[config.mk]
export PLATFORM = sky130hd
export DESIGN_NAME = icache
export DESIGN_NICKNAME = d
export VERILOG_FILES = /design/src/rtl/icache_pkg.sv /design/src/rtl/icache_line_ram.sv /design/src/rtl/icache.sv
export SDC_FILE = /design/constraint.sdc
export NUM_CORES = 2
export LEC_CHECK = 0
export CAP_MARGIN = 20
export CELL_PAD_IN_SITES_DETAIL_PLACEMENT = 1
export CELL_PAD_IN_SITES_GLOBAL_PLACEMENT = 2
export CORE_MARGIN = 2
export CORE_UTILIZATION = 46
export DETAILED_ROUTE_END_ITERATION = 10
export PLACE_DENSITY_LB_ADDON = 0.1
export RECOVER_POWER = 25
export SETUP_SLACK_MARGIN = 0.5
export SYNTH_ARGS = -nofsm -noshare
export SYNTH_HDL_FRONTEND = slang
export SYNTH_SLANG_ARGS = --single-unit
[constraint.sdc]
create_clock -name clk -period 4.52 [get_ports clk]
set_input_delay 0.904 -clock clk [delete_from_list [all_inputs] [get_ports clk]]
set_output_delay 0.904 -clock clk [all_outputs]
set_load 0.02 [all_outputs]
[src/rtl/icache_pkg.sv]
// Shared definitions for the direct-mapped instruction cache: controller
// states and the address-field layout derived from LINES and WORDS.
package icache_pkg;

  typedef enum logic {
    IDLE   = 1'b0,
    REFILL = 1'b1
  } state_e;

  localparam int unsigned ADDR_W   = 32;
  localparam int unsigned WORD_LSB = 2;

  function automatic int unsigned index_lsb(input int unsigned words);
    return WORD_LSB + $clog2(words);
  endfunction

  function automatic int unsigned tag_lsb(input int unsigned lines, input int unsigned words);
    return index_lsb(words) + $clog2(lines);
  endfunction

  function automatic int unsigned tag_width(input int unsigned lines, input int unsigned words);
    return ADDR_W - tag_lsb(lines, words);
  endfunction

endpackage

[src/rtl/icache_line_ram.sv]
// Cache data store: one synchronous write port, one combinational read port.
module icache_line_ram #(
  parameter int unsigned DEPTH = 64,
  parameter int unsigned AW    = 6
) (
  input  logic          clk,
  input  logic          we_i,
  input  logic [AW-1:0] waddr_i,
  input  logic [31:0]   wdata_i,
  input  logic [AW-1:0] raddr_i,
  output logic [31:0]   rdata_o
);

  logic [31:0] mem_q [DEPTH];

  always_ff @(posedge clk) begin
    if (we_i) begin
      mem_q[waddr_i] <= wdata_i;
    end
  end

  assign rdata_o = mem_q[raddr_i];

endmodule

[src/rtl/icache.sv]
// Direct-mapped instruction cache with zero-latency hits and a word-by-word
// line refill from backing memory; supports invalidate-all (fence.i).
module icache
  import icache_pkg::*;
#(
  parameter int unsigned LINES = 16,
  parameter int unsigned WORDS = 4
) (
  input  logic        clk,
  input  logic        rst,
  input  logic [31:0] cpu_i_addr,
  input  logic        cpu_i_rstrb,
  output logic [31:0] cpu_i_rdata,
  output logic        cpu_i_rbusy,
  output logic [31:0] mem_addr,
  output logic        mem_rstrb,
  input  logic [31:0] mem_rdata,
  input  logic        mem_rbusy,
  input  logic        inv
);

  localparam int unsigned WB      = $clog2(WORDS);
  localparam int unsigned IB      = $clog2(LINES);
  localparam int unsigned IDX_LSB = index_lsb(WORDS);
  localparam int unsigned TAG_LSB = tag_lsb(LINES, WORDS);
  localparam int unsigned TAG_W   = tag_width(LINES, WORDS);
  localparam int unsigned LINE_W  = ADDR_W - IDX_LSB;

  state_e            state_q;
  logic [LINES-1:0]  valid_q;
  logic [TAG_W-1:0]  tag_q [LINES];
  logic [LINE_W-1:0] line_q;
  logic [WB-1:0]     cnt_q;
  logic              abort_q;
  logic [31:0]       mem_addr_q;
  logic              mem_rstrb_q;

  logic [TAG_W-1:0]  cpu_tag;
  logic [IB-1:0]     cpu_idx;
  logic [WB-1:0]     cpu_word;
  logic [IB-1:0]     fill_idx;
  logic [TAG_W-1:0]  fill_tag;
  logic              hit;
  logic              miss_start;
  logic              accept;
  logic              last;
  logic              unused_addr_bits;

  assign cpu_tag  = cpu_i_addr[ADDR_W-1:TAG_LSB];
  assign cpu_idx  = cpu_i_addr[TAG_LSB-1:IDX_LSB];
  assign cpu_word = cpu_i_addr[IDX_LSB-1:WORD_LSB];
  assign unused_addr_bits = ^cpu_i_addr[WORD_LSB-1:0];

  // line_q holds {tag, index} of the line being refilled
  assign fill_idx = line_q[IB-1:0];
  assign fill_tag = line_q[LINE_W-1:IB];

  assign hit        = (state_q == IDLE) && valid_q[cpu_idx] && (tag_q[cpu_idx] == cpu_tag);
  assign miss_start = (state_q == IDLE) && cpu_i_rstrb && !hit;
  assign accept     = (state_q == REFILL) && !mem_rbusy;
  assign last       = accept && (&cnt_q);

  assign cpu_i_rbusy = cpu_i_rstrb && !hit;
  assign mem_addr    = mem_addr_q;
  assign mem_rstrb   = mem_rstrb_q;

  always_ff @(posedge clk or posedge rst) begin
    if (rst) begin
      state_q     <= IDLE;
      valid_q     <= '0;
      line_q      <= '0;
      cnt_q       <= '0;
      abort_q     <= 1'b0;
      mem_addr_q  <= '0;
      mem_rstrb_q <= 1'b0;
    end else begin
      if (inv) begin
        valid_q <= '0;
      end
      case (state_q)
        IDLE: begin
          if (miss_start) begin
            state_q     <= REFILL;
            line_q      <= cpu_i_addr[ADDR_W-1:IDX_LSB];
            cnt_q       <= '0;
            mem_rstrb_q <= 1'b1;
            mem_addr_q  <= {cpu_i_addr[ADDR_W-1:IDX_LSB], {IDX_LSB{1'b0}}};
          end
        end
        REFILL: begin
          if (inv) begin
            abort_q <= 1'b1;
          end
          if (accept) begin
            cnt_q <= cnt_q + WB'(1);
            if (last) begin
              // An invalidate seen at any point of the refill, including
              // this final edge, leaves the line invalid.
              state_q     <= IDLE;
              mem_rstrb_q <= 1'b0;
              abort_q     <= 1'b0;
              if (!abort_q && !inv) begin
                valid_q[fill_idx] <= 1'b1;
              end
            end else begin
              mem_addr_q <= {line_q, cnt_q + WB'(1), 2'b00};
            end
          end
        end
      endcase
    end
  end

  always_ff @(posedge clk) begin
    if (last) begin
      tag_q[fill_idx] <= fill_tag;
    end
  end

  icache_line_ram #(
    .DEPTH(LINES * WORDS),
    .AW   (IB + WB)
  ) u_data (
    .clk    (clk),
    .we_i   (accept),
    .waddr_i({fill_idx, cnt_q}),
    .wdata_i(mem_rdata),
    .raddr_i({cpu_idx, cpu_word}),
    .rdata_o(cpu_i_rdata)
  );

endmodule
After elaboration in Yosys (flattened, before gate mapping). Memory sizes are Yosys's and may differ from the RTL's. Cells that the tools add are included.

Register bits after elaboration: 81. Latch bits: 0. Bits in writable memories: 2432. Memory bits (read-only): 0. Input bits: 69. Output and inout bits: 66. Logic and storage cells: 69. Memories kept: 2.

Memory list: u_data.mem_q (words 64, bits a word 32, read ports 1, clocked after memory_dff 0, write ports 1, RTL line icache_line_ram.sv:14) `logic [31:0] mem_q [DEPTH];`; tag_q (words 16, bits a word 24, read ports 1, clocked after memory_dff 0, write ports 1, RTL line icache.sv:31) `logic [TAG_W-1:0] tag_q [LINES];`.

Add/subtract/negate cells: 1. Multiply operators: 0. Div/mod/pow operators: 0. Order comparisons: 3. Eq/ne operators: 5. Shift-type cells: 0. Muxes and demuxes: 31. Bitwise operators: 2. Reductions and logical operators: 18.

Operators with widths (count): $mux 32 (3); $mux 16 (5); $pmux 32 s2 (1); $eq 24x24->1 (1); $or 16x16->16 (1); $mux 1 (15); $lt 4x5->1 const B (2); $logic_and 1x1->1 (9); $reduce_and 2->1 (3); $reduce_and 3->1 (2); $bmux 1 s4 (1); $demux 1 s4 (1); $ge 4x1->1 const B (1); $logic_not 1->1 (4); $mux 2 (2); $ne 2x1->1 const B (2); $ne 2x2->1 const B (2); $pmux 1 s2 (2); $pmux 2 s2 (1); $add 2x1->2 const B (1); $not 1->1 (1).

Longest topological paths before layout.
Depth after elaboration: 9. Gate-level depth with buffers: 14. Gate-level depth less buffers: 8.

By module. Synthesis repeated with hierarchy kept, for this count alone.

Cell total of the unflattened synthesis: 4241. Area, all modules: 96473.8 µm².

Modules (own cells, without submodules): icache_line_ram (instances 1, cells each 3292, area an instance 77874.7 µm², sequential area each 61499.0 µm²); icache (instances 1, cells each 949, area an instance 18599.1 µm², sequential area each 13508.0 µm²).

Least setup slack after synthesis. No wires, ideal clock.

Path kind: input to output. From: input port cpu_i_addr[6]. To: output port cpu_i_rdata[0]. Data arrival time: 3.665 ns. Required time: 3.616 ns. Path slack: -0.049 ns. Stages on the path: 9. Path buffers: 6. Path through: buf_6 buf_4 buf_4 inv_1 clkbuf_1 buf_2 buf_1 mux4_2 mux4_2.

Word-level cells in the longest chain between the ends: 1.

RTL lines: start: declaration (RTL line icache.sv:11) `input logic [31:0] cpu_i_addr,`; $mem_v2 64x32; end: declaration (RTL line icache.sv:13) `output logic [31:0] cpu_i_rdata,`.

Every way passes these cells.

Final worst setup path.
From: input port cpu_i_addr[2]. To: output port cpu_i_rdata[14].

Same word-level chain as after synthesis.

==> results.ini <==
[critical_path]
critPathKind = input port to output pin
endpoint_kind = output pin
start_kind = input port
arrival_ns = 3.64
crit_fanout = 8
worst_ep_required_time_ns = 3.62

[floorplanning]
core_area_mm2 = 0.210
dieArea_mm2 = 0.215
die_y_um = 463
boundaryPins = 135
die_x_um = 463
initial_utilization = 0.463
num_rows = 168

[timing]
fin_crit_ns = 4.54
fin_ws_ns = -0.0245
finClkSkew_ns = 0.0383
grt_setup_unrepaired = yes
finalHoldViolations = 0
finalSetupViolations = 3
holdWs_ns = 0.331
clock.fmax_mhz = 220
slew_violations = 1087
period_share = 1.01
slew_headroom = -0.629
worstMarginPinSlew_ns = 2.44

[logic_synthesis]
synthMostInstantiatedCell = edfxtp_1
postSynthAreaPerCell_um2 = 23.4
yosysUniqueCellTypes = 68
synth_area_mm2 = 0.0970
synthCells = 4147
netlist_top_cells_count = edfxtp_1, mux4_2, nor2_1
synth_largest_area_cell = edfxtp_1
synth-seq-cells = 2511
synth-edff-count = 2432
synth_warnings = 0
async_flop_share = 0.0315
synth_flop_cell = edfxtp_1
synth_area_leaders = edfxtp_1, mux4_2, dfrtp_1
synth_seq_area_share = 0.773
synth_top_area_frac = 0.753

[global_route]
grt_pass1_vias = 50200
grt_pass1_wl_mm = 390
antenna_found_initial = 17
grt_max_degree = 65
track_usage = 0.258
grt-ovfl-total = 0

[layout]
drive_above_1_share = 0.362
syn2layout_area_growth_pct = 21.0
utilization = 0.560
layout.nets = 4950
stdcell_count = 7883

[power]
combPwrFrac = 0.105
p_clk_frac = 0.394
power_frac_seq = 0.501
p_sw_mw = 13.3
p_total_mw = 55.8
max-vdd-ir-drop_uv = 416
swShare = 0.238
p_leak_nw = 37.7
p_per_area_mw_per_mm2 = 476
intPower_mw = 42.5

[route]
vias = 48400
drt_iter0_drc = 5102
dr.pass1.iters = 5
wire_per_inst_um = 35.1
vias_per_cell = 6.14
postRouteAntennaNets = 0
drc = 0
wl_mm = 276

[clock_network]
htreeDepth = 5
clk_pin_slew_worst_paths_ns = 0.06
cts_inserted_buffers = 287
cts_tree = done
cts_num_sinks = 2511
holdBufCountCts = 0
root_buffer = clkbuf_16
max-clock-path-buffers = 4
clk_latency_ns = 0.92

[job]
max_cap_viol_count = 20

[placed_design]
dpl.hpwl_mm = 156
io_buffer_count = 130
preCtsSetupSlack_ns = -0.554
place_congestion = 0.780
dp_cells = 7254

[outcome]
status = finished with violations
violations = capacitance limit, slew limit, setup timing

[hold_path]
hold_class = input port to flop

## area by class of cell
cell class / count / area (µm²)
Antenna cell: 2 / 5.00
Clock inverter: 119 / 1050
Sequential cell: 2511 / 75000
Fill cell: 17400 / 92200
Clock buffer: 366 / 7700
Multi-Input combinational cell: 1383 / 21800
Timing Repair Buffer: 681 / 8270
Tap cell: 2805 / 3510
Inverter: 16 / 78.8
## timing repair
action	in CTS	in global routing
endpoints found under the setup margin	33	33
resized for setup	283	49
setup buffers	65	23
pin swaps	18	9
cloned	17	6
## metal layers
metal	GRT usage	part of all wire	vias up	routed length, µm
li1	-	-	19300	-
met1	0.381	0.43	26900	119000
met2	0.410	0.48	1807	134000
met3	0.0381	0.062	409	17300
met4	0.0621	0.024	0	6720
met5	0	0	-	0
## worst paths after layout
kind	start	endpoint	slack, ns	depth (start not counted)
max	cpu_i_addr[2]	cpu_i_rdata[14]	-0.02	9
min	mem_rdata[15]	u_data.mem_q[51][15]	0.33	1
max reg2reg	tag_q[5][19]	line_q[15]	0.84	10
min reg2reg	mem_rstrb	mem_rstrb	0.49	2
max in group asynchronous	rst	line_q[0]	3.09	3
min in group asynchronous	rst	cnt_q[0]	0.53	2
## power by group through the flow
stage	registers (mW)	clock network, mW	logic, mW
2_1_floorplan	28.2	0	2.58
3_3_place_gp	28.4	0	5.50
3_5_place_dp	28.5	0	5.57
4_1_cts	28.0	22.4	5.83
5_1_grt	28.1	23.3	6.15
6_report	28.0	22.0	5.86
## stage by stage
stage	instance area (µm²)	setup TNS [ns]
finish	117000	-0.0454
global placement	106000	-17.88
floorplan	97400	0
global route	117000	-0.0339
detailed placement	106000	-16.92
CTS	117000	-0.182
## cells by family (layout without fill, tap and decap cells)
kind of cell / after synthesis / in the layout / synth area share
DFF: 2511 / 2511 / 0.773
AOI/OAI and AO/OA: 172 / 172 / 0.0132
muxes: 857 / 857 / 0.184
adders and majority gates: 1 / 1 / 0.000129
buffers and inverters: 254 / 1182 / 0.0121
other: 1 / 4 / 0.0000386
xor gates and xnor gates: 24 / 24 / 0.00217
and+or+nand+nor: 327 / 327 / 0.0160
## cells in the final DEF, fill, tap and decap left out, drive strengths merged, types with 6 or more instances in the layout
cell type	synthesis	routed
a211oi	42	42
a21oi	12	12
a221oi	9	9
a22o	6	6
a22oi	17	17
a311oi	27	27
a31oi	16	16
and2	14	14
buf	83	565
bufinv	0	19
clkbuf	155	421
clkdlybuf4s50	0	59
clkinv	0	90
dfrtp	79	79
edfxtp	2432	2432
inv	16	21
mux2	44	44
mux2i	85	85
mux4	728	728
nand2	56	56
nand2b	14	14
nand3	10	10
nand4	8	8
nor2	165	165
nor2b	11	11
nor3	13	13
nor3b	6	6
nor4	6	6
o21ai	7	7
o22ai	17	17
xnor2	13	13
xor2	11	11
## registers in the layout (all words and copies together) (netlist names)
| register | flops |
|---|---|
| abort_q | 1 |
| cnt_q | 2 |
| line_q | 28 |
| mem_addr | 30 |
| mem_rstrb | 1 |
| state_q | 1 |
| tag_q | 384 |
| u_data.mem_q | 2048 |
| valid_q | 16 |
## worst max-delay path: stages
cell and delay, ns:
buf_16 0.12, buf_16 0.16, buf_12 0.12, buf_16 0.17, buf_16 0.15, mux4_2 0.52
mux4_2 0.61, mux4_2 0.64, buf_6 0.19
(Power assumes the default switching activity.)
